===== src/rtl/store_buffer.sv =====
`default_nettype none
// ============================================================================
// Module   : store_buffer
// Purpose  : In-order store FIFO between LSU and dcache; loads wait for drain,
//            or hit in the buffer when STORE_BUFFER_FWD_EN is defined.
// Revision : 1.0 - initial release
// ============================================================================
module store_buffer #(
  parameter int DEPTH = 4,
  parameter int PTR_W = 2
) (
  input  logic        clk,
  input  logic        reset,
  input  logic        up_valid,
  input  logic        up_op,
  input  logic [31:0] up_addr,
  input  logic [3:0]  up_awstrb,
  input  logic [31:0] up_wdata,
  output logic        up_ready,
  output logic        up_rvalid,
  output logic [31:0] up_rdata,
  output logic        dc_valid,
  output logic        dc_op,
  output logic [31:0] dc_addr,
  output logic [3:0]  dc_awstrb,
  output logic [31:0] dc_wdata,
  input  logic        dc_ready,
  input  logic        dc_rvalid,
  input  logic [31:0] dc_rdata
);

  localparam logic [0:0]     S_IDLE     = 1'b0;
  localparam logic [0:0]     S_LD_WAIT  = 1'b1;
  localparam logic [PTR_W:0] c_FULL_CNT = DEPTH[PTR_W:0];

  logic [31:0]      r_addr [DEPTH];
  logic [3:0]       r_strb [DEPTH];
  logic [31:0]      r_data [DEPTH];
  logic [PTR_W-1:0] r_head, r_tail;
  logic [PTR_W:0]   r_count;
  logic [0:0]       r_state, w_state_nxt;

  logic        w_full, w_empty, w_enq, w_deq, w_is_load;
  logic        w_fwd_hit;
  logic [31:0] w_fwd_data;

  assign w_full    = (r_count == c_FULL_CNT);
  assign w_empty   = (r_count == '0);
  assign w_is_load = up_valid && !up_op;
  assign w_enq     = up_valid && up_op && !w_full;
  // Draining is only allowed in IDLE so an outstanding load keeps its place.
  assign w_deq     = (r_state == S_IDLE) && !w_empty && dc_ready;

`ifdef STORE_BUFFER_FWD_EN
  logic [PTR_W-1:0] w_slot_idx [DEPTH];
  logic [DEPTH-1:0] w_slot_hit;
  logic             w_match_any;
  logic [3:0]       w_match_strb;
  logic [31:0]      w_match_data;

  for (genvar g = 0; g < DEPTH; g++) begin : g_slot
    assign w_slot_idx[g] = r_head + PTR_W'(g);
    assign w_slot_hit[g] = ((PTR_W+1)'(g) < r_count) &&
                           (r_addr[w_slot_idx[g]][31:2] == up_addr[31:2]);
  end

  // Slots are scanned oldest to youngest, so the last hit wins.
  always_comb begin
    w_match_any  = 1'b0;
    w_match_strb = '0;
    w_match_data = '0;
    for (int i = 0; i < DEPTH; i++) begin
      if (w_slot_hit[i]) begin
        w_match_any  = 1'b1;
        w_match_strb = r_strb[w_slot_idx[i]];
        w_match_data = r_data[w_slot_idx[i]];
      end
    end
  end

  assign w_fwd_hit  = w_match_any && ((w_match_strb & up_awstrb) == up_awstrb);
  assign w_fwd_data = w_match_data & {{8{w_match_strb[3]}}, {8{w_match_strb[2]}},
                                      {8{w_match_strb[1]}}, {8{w_match_strb[0]}}};
`else
  assign w_fwd_hit  = 1'b0;
  assign w_fwd_data = '0;
`endif

  always_ff @(posedge clk) begin
    if (reset) begin
      r_head  <= '0;
      r_tail  <= '0;
      r_count <= '0;
    end else begin
      if (w_enq) r_tail <= r_tail + PTR_W'(1);
      if (w_deq) r_head <= r_head + PTR_W'(1);
      case ({w_enq, w_deq})
        2'b10:   r_count <= r_count + (PTR_W+1)'(1);
        2'b01:   r_count <= r_count - (PTR_W+1)'(1);
        default: r_count <= r_count;
      endcase
    end
  end

  always_ff @(posedge clk) begin
    if (w_enq) begin
      r_addr[r_tail] <= up_addr;
      r_strb[r_tail] <= up_awstrb;
      r_data[r_tail] <= up_wdata;
    end
  end

  always_ff @(posedge clk) begin
    if (reset) r_state <= S_IDLE;
    else       r_state <= w_state_nxt;
  end

  always_comb begin
    w_state_nxt = r_state;
    case (r_state)
      S_IDLE:
        if (w_is_load && w_empty && dc_ready && !dc_rvalid) w_state_nxt = S_LD_WAIT;
      S_LD_WAIT:
        if (dc_rvalid) w_state_nxt = S_IDLE;
      default: w_state_nxt = S_IDLE;
    endcase
  end

  always_comb begin
    up_ready  = w_enq;
    up_rvalid = 1'b0;
    up_rdata  = '0;
    dc_valid  = 1'b0;
    dc_op     = 1'b0;
    dc_addr   = '0;
    dc_awstrb = '0;
    dc_wdata  = '0;
    case (r_state)
      S_IDLE: begin
        if (!w_empty) begin
          dc_valid  = 1'b1;
          dc_op     = 1'b1;
          dc_addr   = r_addr[r_head];
          dc_awstrb = r_strb[r_head];
          dc_wdata  = r_data[r_head];
        end
        if (w_is_load) begin
          if (w_fwd_hit) begin
            up_ready  = 1'b1;
            up_rvalid = 1'b1;
            up_rdata  = w_fwd_data;
          end else if (w_empty) begin
            dc_valid  = 1'b1;
            dc_op     = 1'b0;
            dc_addr   = up_addr;
            dc_awstrb = up_awstrb;
            up_ready  = dc_ready;
            if (dc_ready && dc_rvalid) begin
              up_rvalid = 1'b1;
              up_rdata  = dc_rdata;
            end
          end
        end
      end
      S_LD_WAIT: begin
        up_rvalid = dc_rvalid;
        up_rdata  = dc_rvalid ? dc_rdata : '0;
      end
      default: ;
    endcase
  end

endmodule
`default_nettype wire


===== config.mk =====
export PLATFORM = sky130hd
export DESIGN_NAME = store_buffer
export DESIGN_NICKNAME = d
export VERILOG_FILES = /design/src/rtl/store_buffer.sv
export SDC_FILE = /design/constraint.sdc
export NUM_CORES = 1
export LEC_CHECK = 0
export ABC_AREA = 1
export ABC_CLOCK_PERIOD_IN_PS = 5500
export CAP_MARGIN = 40
export CORE_UTILIZATION = 53
export DETAILED_ROUTE_END_ITERATION = 16
export PLACE_DENSITY = 0.8
export SYNTH_ARGS = -nofsm -noshare
export SYNTH_HDL_FRONTEND = slang
export SYNTH_SLANG_ARGS = --single-unit

===== constraint.sdc =====
create_clock -name clk -period 5.5 [get_ports clk]
set_input_delay 1.375 -clock clk [delete_from_list [all_inputs] [get_ports clk]]
set_output_delay 1.375 -clock clk [all_outputs]
set_load 0.05 [all_outputs]

==> impl_metrics.csv, run 1 <==
group,metric,value,unit
routing,routed_via_density,5.44,
placed_design,place_area,0.0148,mm2
power_and_ir_drop,powerDensity,498,mW/mm2
global_route,grt_pass1_vias,8602,
layout,fin_nets,1468,
setup_path,cp-end-kind,"output port",
setup_path,cp-start-kind,"input port",
sta,min_period_over_period,89.3,%
logic_synthesis,yosysSeqAreaShare,67.9,%
setup_path,required,4120,ps
run_status,status,"finished clean",
floorplanning,die_w,154,um
cts,cts_max_level,1,
cts,clock_path_buffers,3,
sta,fmax,0.204,GHz
sta,slew_headroom,51.2,%
layout,final_area,0.0156,mm2
cts,path_clk_slew,70,ps
floorplanning,start_util,54.3,%
power_and_ir_drop,ir_worst_vdd,0.282,mV
sta,tightestPinTransition,731,ps
global_route,grt_first_pass_wirelength,43.5,mm
floorplanning,fp.dieH,154,um
floorplanning,rows,55,
setup_path,cp.arrival,3540,ps
cts,postCtsSetupRepairBufs,0,
layout,area_growth,26.7,%
routing,num_vias,9030,
floorplanning,io_pins,210,
sta,rsz0062_at_grt,"no",
global_route,grtUsageTotal,23.3,%
cts,cts_tree,"done",
cts,cts_resized,0,
routing,firstDrtPassIters,5,
power_and_ir_drop,p_leak,5.74,nW
cts,hold_buffers,0,
sta,drv_slew,0,
routing,ant_nets,0,
logic_synthesis,synth_nets,1288,
floorplanning,dieArea,0.0239,mm2
logic_synthesis,post_synth.cell_area_avg,10.5,um2
placed_design,place_ws,589,ps
sta,finalSetupTns,0,ps
min_path,min_path_type,"flop to flop",
routing,routedWlPerCell,16.8,um
sta,setup_viol,0,
cts,root_buffer,"clkbuf_16",
sta,fin_ws,586,ps
routing,drc,0,
cts,insertion_delay,520,ps
cts,clock_sinks,282,
sta,hold_viol,0,
sta,clock_skew,10.1,ps
layout,drive_gt1_share,7.35,%
routing,postRouteWirelength,27.9,mm
placed_design,portBuffers,209,
logic_synthesis,syn-cell-area,0.0123,mm2
logic_synthesis,ys_types,25,
global_route,antenna_found_initial,0,
cts,cts_buffers,26,
flow_run,cap_violations,0,
sta,period_minus_slack,4910,ps
logic_synthesis,synth.yosys.warnings,0,
setup_path,path_class,"input port to output port",
logic_synthesis,netlist_instances,1176,
routing,drt_iter0_markers,542,
global_route,grt_start_max_net_pins,85,
logic_synthesis,synth-seq-cells,282,
global_route,overflow,0,
placed_design,globalplace.congestion,0.716,
power_and_ir_drop,power,0.00778,W
setup_path,worstPathMaxFanout,15,
floorplanning,design.core.area,0.0227,mm2
placed_design,place_hpwl,16.1,mm
[power by group]
part	internal (W)	leakage [nW]	switching (W)
Sequential	0.00246	2.55	0.0000731
Combinational	0.00112	2.76	0.00234
Clock	0.00105	0.423	0.000729
[metal layers]
| metal | global-route usage (%) | vias up | wire, um | part of all wire (%) |
|---|---|---|---|---|
| met1 | 29.3 | 4275 | 11300 | 41 |
| met5 | 0 | - | 0 | 0 |
| met3 | 4.40 | 35 | 2020 | 7.3 |
| met2 | 41.4 | 322 | 14100 | 50 |
| li1 | - | 4398 | - | - |
| met4 | 5.89 | 0 | 468 | 1.7 |
[cell type report]
class	instances	area, um2
Antenna cell	1	2.50
Timing Repair Buffer	231	2470
Tap cell	285	357
Fill cell	1600	7090
Clock inverter	17	190
Sequential cell	282	8370
Multi-Input combinational cell	792	3480
Inverter	23	90.1
Clock buffer	29	662
[sequential cells by signal, summed over array words and instances, names as in the netlist, named ones only]
signal   count
r_count      3
r_addr     128
r_strb      16
r_data     128
r_tail       2
r_state      1
r_head       2
[logic make-up (layout without fill, tap and decap cells)]
kind of cell / count (synthesis) / count (layout) / share of synthesized area, %
simple gates: 626 / 626 / 20.8
flops: 282 / 282 / 67.9
compound gates: 160 / 160 / 6.50
buf+inv: 102 / 300 / 4.14
fa+ha+maj: 6 / 6 / 0.670
other cells: 0 / 1 / 0
[path summary, 6_finish.rpt]
check / start / to / slack [ps] / cells after the start
worst max-delay path: up_op / up_rvalid / 590 / 10
worst min-delay path: r_head[1]$_SDFFE_PP0P_ / flop / 500 / 2
worst max register to register: r_state$_SDFF_PP0_ / r_count[2]$_SDFFE_PP0P_ / 2780 / 13
worst min register to register: r_head[1]$_SDFFE_PP0P_ / flop / 500 / 2
[cells in the mapped netlist]
master / count / area, um2
a21oi_1: 36 / 180
buf_1: 4 / 15.0
buf_2: 35 / 175
buf_4: 7 / 52.6
buf_6: 7 / 78.8
clkbuf_1: 24 / 90.1
clkbuf_2: 2 / 10.0
dfxtp_1: 10 / 200
edfxtp_1: 272 / 8170
fa_1: 1 / 20.0
ha_1: 5 / 62.6
inv_1: 19 / 71.3
inv_2: 3 / 11.3
inv_4: 1 / 6.26
nand2_1: 196 / 736
nand2_4: 2 / 22.5
nand3_1: 136 / 681
nand4_1: 1 / 6.26
nor2_1: 287 / 1080
nor2_2: 1 / 6.26
nor2_4: 1 / 11.3
nor3_4: 1 / 16.3
o21ai_0: 101 / 505
o21ai_1: 23 / 115
or2_2: 1 / 6.26
[worst max-delay path, stage by stage]
cell	delay (ps)
clkdlybuf4s50_1	450
inv_1	70
nand2_1	150
nor2_4	130
buf_4	240
nand2_1	90
nand2_1	70
inv_1	60
nor2_1	90
clkdlybuf4s50_1	820
[cells in the final DEF, fill, tap and decap left out, types with 19 or more instances in the layout]
master           count
nor2_1             283
edfxtp_1           272
nand2_1            196
clkdlybuf4s50_1    184
nand3_1            136
o21ai_0            101
a21oi_1             36
clkbuf_16           26
buf_4               24
o21ai_1             23
buf_12              22
inv_1               19
[stage by stage]
stage          hold slack (ps)  instances  util [%]
6_report                   504       1660      68.8
5_1_grt                    535       1659      68.8
3_3_place_gp               477       1612      64.9
3_5_place_dp               494       1613      65.0
2_1_floorplan              465       1176         -
4_1_cts                    505       1659      68.8
(Power assumes the default switching activity.)
==> run 2, diff against run 1 <==
- CORE_UTILIZATION: 53 -> 63
- DONT_BUFFER_PORTS: not set -> 1
- PLACE_DENSITY: 0.8 -> 0.79
- SLEW_MARGIN: not set -> 20
==> impl_metrics.csv, run 2 (same netlist as run 1, synthesis figures left out) <==
group,metric,value,unit
placed_design,place_hpwl,14.7,mm
routing,drc,0,
power_and_ir_drop,ir_worst_vdd,0.496,mV
min_path,min_path_type,"flop to flop",
setup_path,required,4120,ps
cts,insertion_delay,530,ps
sta,drv_slew,0,
sta,setup_viol,0,
cts,clock_sinks,282,
cts,path_clk_slew,60,ps
setup_path,cp-start-kind,"flop",
layout,fin_nets,1293,
sta,hold_viol,0,
global_route,busiest_layer,"met2",
routing,ant_nets,0,
placed_design,portBuffers,0,
global_route,grtUsageMet3,4.52,%
global_route,antenna_found_initial,0,
sta,finalSetupTns,0,ps
cts,cts_max_level,1,
sta,fmax,0.226,GHz
power_and_ir_drop,powerDensity,517,mW/mm2
sta,whs,515,ps
cts,cts_resized,0,
global_route,overflow,0,
setup_path,cp_cell_sequence,"clkinv_2 > buf_12 > o21ai_0 > nand2_1 > nand2_1 > nand2_1",
sta,slew_headroom,54.5,%
cts,root_buffer,"clkbuf_16",
layout,top_regs,"r_addr x128, r_data x128, r_strb x16",
floorplanning,die_w,142,um
global_route,grt_start_max_net_pins,81,
cts,hold_buffers,0,
cts,clock_path_buffers,3,
routing,routed_via_density,5.81,
sta,tightestPinTransition,681,ps
cts,postCtsSetupRepairBufs,0,
sta,clock_skew,9.62,ps
setup_path,r2r_setup_slack,2550,ps
setup_path,path_class,"flop to output port",
setup_path,cp-end-kind,"output port",
routing,drt_iter0_markers,610,
floorplanning,start_util,65.0,%
global_route,grt_use_met1,32.9,%
layout,antenna_cells,0,
setup_path,cp.arrival,3050,ps
layout,area_growth,10.6,%
layout,final_cell_mix,"283 x nor2_1, 272 x edfxtp_1, 196 x nand2_1",
global_route,grtUsageTotal,26.0,%
setup_path,crit_path_frequent_cell,"nand2_1",
cts,cts_tree,"done",
placed_design,globalplace.congestion,0.733,
layout,final_common_cell,"nor2_1",
sta,min_period_over_period,80.5,%
global_route,grt_pass1_vias,7973,
routing,routedWlPerCell,18.0,um
run_status,status,"finished clean",
layout,drive_gt1_share,8.81,%
power_and_ir_drop,p_leak,5.03,nW
floorplanning,fp.dieH,142,um
setup_path,cp_slowest_cell,"dfxtp_4",
sta,period_minus_slack,4430,ps
setup_path,max_stage_delay,760,ps
sta,rsz0062_at_grt,"no",
routing,postRouteWirelength,26.3,mm
routing,num_vias,8505,
floorplanning,rows,50,
floorplanning,io_pins,210,
routing,firstDrtPassIters,5,
cts,cts_buffers,28,
flow_run,cap_violations,0,
floorplanning,dieArea,0.0201,mm2
floorplanning,design.core.area,0.0190,mm2
setup_path,worstPathMaxFanout,66,
global_route,grt_first_pass_wirelength,40.2,mm
setup_path,path_buf_inv,2,
setup_path,path_delay_family,"buffers and inverters",
global_route,grtUsageMet2,45.8,%
## run 2: cell count changes in the layout (fill, tap and decap cells not counted), moves of 3 or more
cell	previous run	this run
clkbuf_1	3	12
bufinv_16	4	0
clkinv_2	8	5
buf_12	22	6
buf_4	24	45
clkdlybuf4s50_1	184	0
## run 2: cell type report
cell class / instances / area (um2)
Sequential cell: 282 / 8370
Multi-Input combinational cell: 792 / 3480
Tap cell: 260 / 325
Clock buffer: 42 / 773
Fill cell: 1320 / 5330
Inverter: 23 / 90.1
Clock inverter: 10 / 62.6
Timing Repair Buffer: 54 / 528
## run 2: worst min-delay path, stage by stage (launching register included)
cell and delay, ps:
dfxtp_1 320, nand2_1 70, a21oi_1 80
## run 2: final timing paths
kind,end,cells past startpoint,from
hold / removal,flop,2,r_head[1]$_SDFFE_PP0P_
setup / recovery,dc_addr[3],6,flop
hold reg to reg,flop,2,r_head[1]$_SDFFE_PP0P_
setup reg to reg,r_count[2]$_SDFFE_PP0P_,13,r_state$_SDFF_PP0_
## run 2: per-stage QoR
| stage | utilization (%) | setup WS, ps | power (W) | std cells | cell area, um2 |
|---|---|---|---|---|---|
| 3_5_place_dp | 67.3 | 1250 | 0.00535 | 1409 | 12800 |
| 2_1_floorplan | - | 500 | 0.00481 | 1176 | 12300 |
| 5_1_grt | 71.9 | 873 | 0.00734 | 1463 | 13600 |
| 6_report | 71.9 | 1070 | 0.00705 | 1463 | 13600 |
| 3_3_place_gp | 66.8 | 1290 | 0.00527 | 1404 | 12700 |
| 4_1_cts | 71.7 | 1060 | 0.00705 | 1461 | 13600 |
## run 2: where the power goes
part	leakage [nW]	internal, W	switching, W
Clock	0.408	0.000973	0.000755
Combinational	2.07	0.000566	0.00221
Sequential	2.55	0.00246	0.0000760
Total	5.03	0.00400	0.00304
## run 2: layer usage
layer / share of wire (%) / vias to the layer above
met5: 0 / -
met4: 2.5 / 0
met3: 7.4 / 45
met2: 51 / 356
met1: 39 / 4058
li1: - / 4046
==> run 3, diff against run 2 <==
- ABC_CLOCK_PERIOD_IN_PS: 5500 -> 3670
- CORE_UTILIZATION: 63 -> 57
- PLACE_DENSITY: 0.79 -> 0.75
- clock period: 5.5 -> 3.67 ns (I/O delays scaled with it)
==> impl_metrics.csv, run 3 (same netlist as run 1, synthesis figures left out) <==
group,metric,value,unit
min_path,worstHoldPathCells,1,
placed_design,place_hpwl,15.2,mm
cts,cts_buffers,27,
cts,insertion_delay,540,ps
setup_path,ff2ff_path_depth,12,
floorplanning,fp.dieH,149,um
sta,setup_viol,0,
layout,top_regs,"r_addr x128, r_data x128, r_strb x16",
sta,min_period_over_period,89.5,%
floorplanning,rows,53,
placed_design,place_ws,697,ps
routing,drc,0,
routing,postRouteWirelength,26.9,mm
floorplanning,start_util,58.4,%
cts,cts_resized,0,
setup_path,rr_endpoint,"r_count[2]$_SDFFE_PP0P_",
placed_design,portBuffers,0,
min_path,min_path_type,"input port to flop",
setup_path,r2r_setup_slack,1260,ps
placed_design,placed_cells,1465,
routing,ant_nets,0,
global_route,grtUsageMet2,42.1,%
cts,clock_path_buffers,3,
global_route,grt_pass1_vias,8073,
global_route,overflow,0,
cts,hold_buffers,0,
layout,drive_gt1_share,11.9,%
global_route,grtUsageTotal,24.0,%
layout,final_common_cell,"nor2_1",
layout,layout.cells.non_filler,1512,
floorplanning,design.core.area,0.0211,mm2
power_and_ir_drop,p_seq_share,31.8,%
power_and_ir_drop,ir_worst_vdd,0.527,mV
layout,fin_nets,1332,
routing,drt_iter0_markers,647,
power_and_ir_drop,power,0.0118,W
setup_path,path_class,"flop to output port",
layout,final_cell_mix,"283 x nor2_1, 272 x edfxtp_1, 196 x nand2_1",
sta,finalSetupTns,0,ps
power_and_ir_drop,power.share.combinational,45.6,%
min_path,hold_start,"reset",
sta,fmax,0.304,GHz
sta,period_minus_slack,3290,ps
flow_run,cap_violations,0,
sta,tightestPinTransition,637,ps
sta,drv_slew,0,
sta,hold_viol,0,
sta,whs,456,ps
power_and_ir_drop,intPower,0.00701,W
global_route,antenna_found_initial,0,
floorplanning,die_w,149,um
sta,fin_ws,385,ps
routing,routed_via_density,5.62,
cts,cts_tree,"done",
routing,firstDrtPassIters,5,
sta,clock_skew,16.9,ps
floorplanning,io_pins,210,
power_and_ir_drop,powerDensity,819,mW/mm2
routing,num_vias,8503,
setup_path,cp-end-kind,"output port",
cts,clock_sinks,282,
setup_path,worstPathMaxFanout,37,
placed_design,globalplace.congestion,0.794,
cts,postCtsSetupRepairBufs,0,
power_and_ir_drop,p_leak,5.35,nW
global_route,grt_start_max_net_pins,137,
global_route,grtUsageMet3,4.37,%
power_and_ir_drop,clkPwrFrac,22.6,%
cts,cts_max_level,1,
setup_path,required,2750,ps
global_route,grt_first_pass_wirelength,41.3,mm
routing,routedWlPerCell,17.8,um
power_and_ir_drop,power.net_switching,0.00474,W
setup_path,r2r-start,"r_state$_SDFF_PP0_",
power_and_ir_drop,swShare,40.4,%
layout,antenna_cells,0,
sta,slew_headroom,57.5,%
global_route,busiest_layer,"met2",
cts,root_buffer,"clkbuf_16",
cts,path_clk_slew,60,ps
layout,area_growth,16.5,%
setup_path,cp-start-kind,"flop",
setup_path,cp.arrival,2370,ps
sta,rsz0062_at_grt,"no",
floorplanning,dieArea,0.0222,mm2
layout,nFillCells,1487,
run_status,status,"finished clean",
global_route,grt_use_met1,30.4,%
==> run 3: cell types whose count changed in the layout (fill, tap and decap cells not counted), sizes merged <==
cell and delta:
buf +40, bufinv +2, clkbuf -8
==> run 3: power groups by stage <==
stage	Sequential (W)	Clock [W]	Combinational, W
3_5_place_dp	0.00380	0	0.00535
3_3_place_gp	0.00380	0	0.00529
5_1_grt	0.00375	0.00282	0.00567
6_report	0.00374	0.00266	0.00535
4_1_cts	0.00374	0.00269	0.00538
2_1_floorplan	0.00380	0	0.00341
==> run 3: stage by stage <==
stage / instance area, um2 / util [%]
2_1_floorplan: 12300 / -
3_3_place_gp: 13500 / 63.9
3_5_place_dp: 13500 / 63.9
4_1_cts: 14300 / 68.0
5_1_grt: 14400 / 68.1
6_report: 14400 / 68.1
==> run 3: worst max-delay path by stage <==
| stage | start | to |
|---|---|---|
| after floorplan | up_valid | r_addr[0][0]$_DFFE_PP_ |
| after global placement | up_op | up_rvalid |
| after detailed placement | up_op | up_rvalid |
| after CTS | r_count[1]$_SDFFE_PP0P_ | dc_addr[27] |
| after global routing | r_count[1]$_SDFFE_PP0P_ | dc_addr[28] |
| final | r_count[1]$_SDFFE_PP0P_ | dc_addr[28] |
==> run 3: area by class of cell <==
| class | count | area [um2] | area share [%] |
|---|---|---|---|
| clock buffers | 34 | 732 | 5.10 |
| clock inverters | 12 | 119 | 0.828 |
| inverters | 23 | 90.1 | 0.628 |
| multi-input cells | 792 | 3480 | 24.2 |
| flip-flops and latches | 282 | 8370 | 58.3 |
| well taps | 275 | 344 | 2.40 |
| repair buffers | 94 | 1220 | 8.49 |
==> run 3: worst max-delay path, cell delays in order (launching register included) <==
cell,delay (ps)
dfxtp_1,380
nor2_2,80
nand2_4,330
nand2_4,140
inv_4,400
nand3_1,190
nand2_1,160
buf_12,150
==> run 3: metal layers <==
metal,vias to the layer above,share of wire (%)
met4,0,1.8
met3,40,8.1
li1,4120,-
met5,-,0
met2,349,51
met1,3994,39
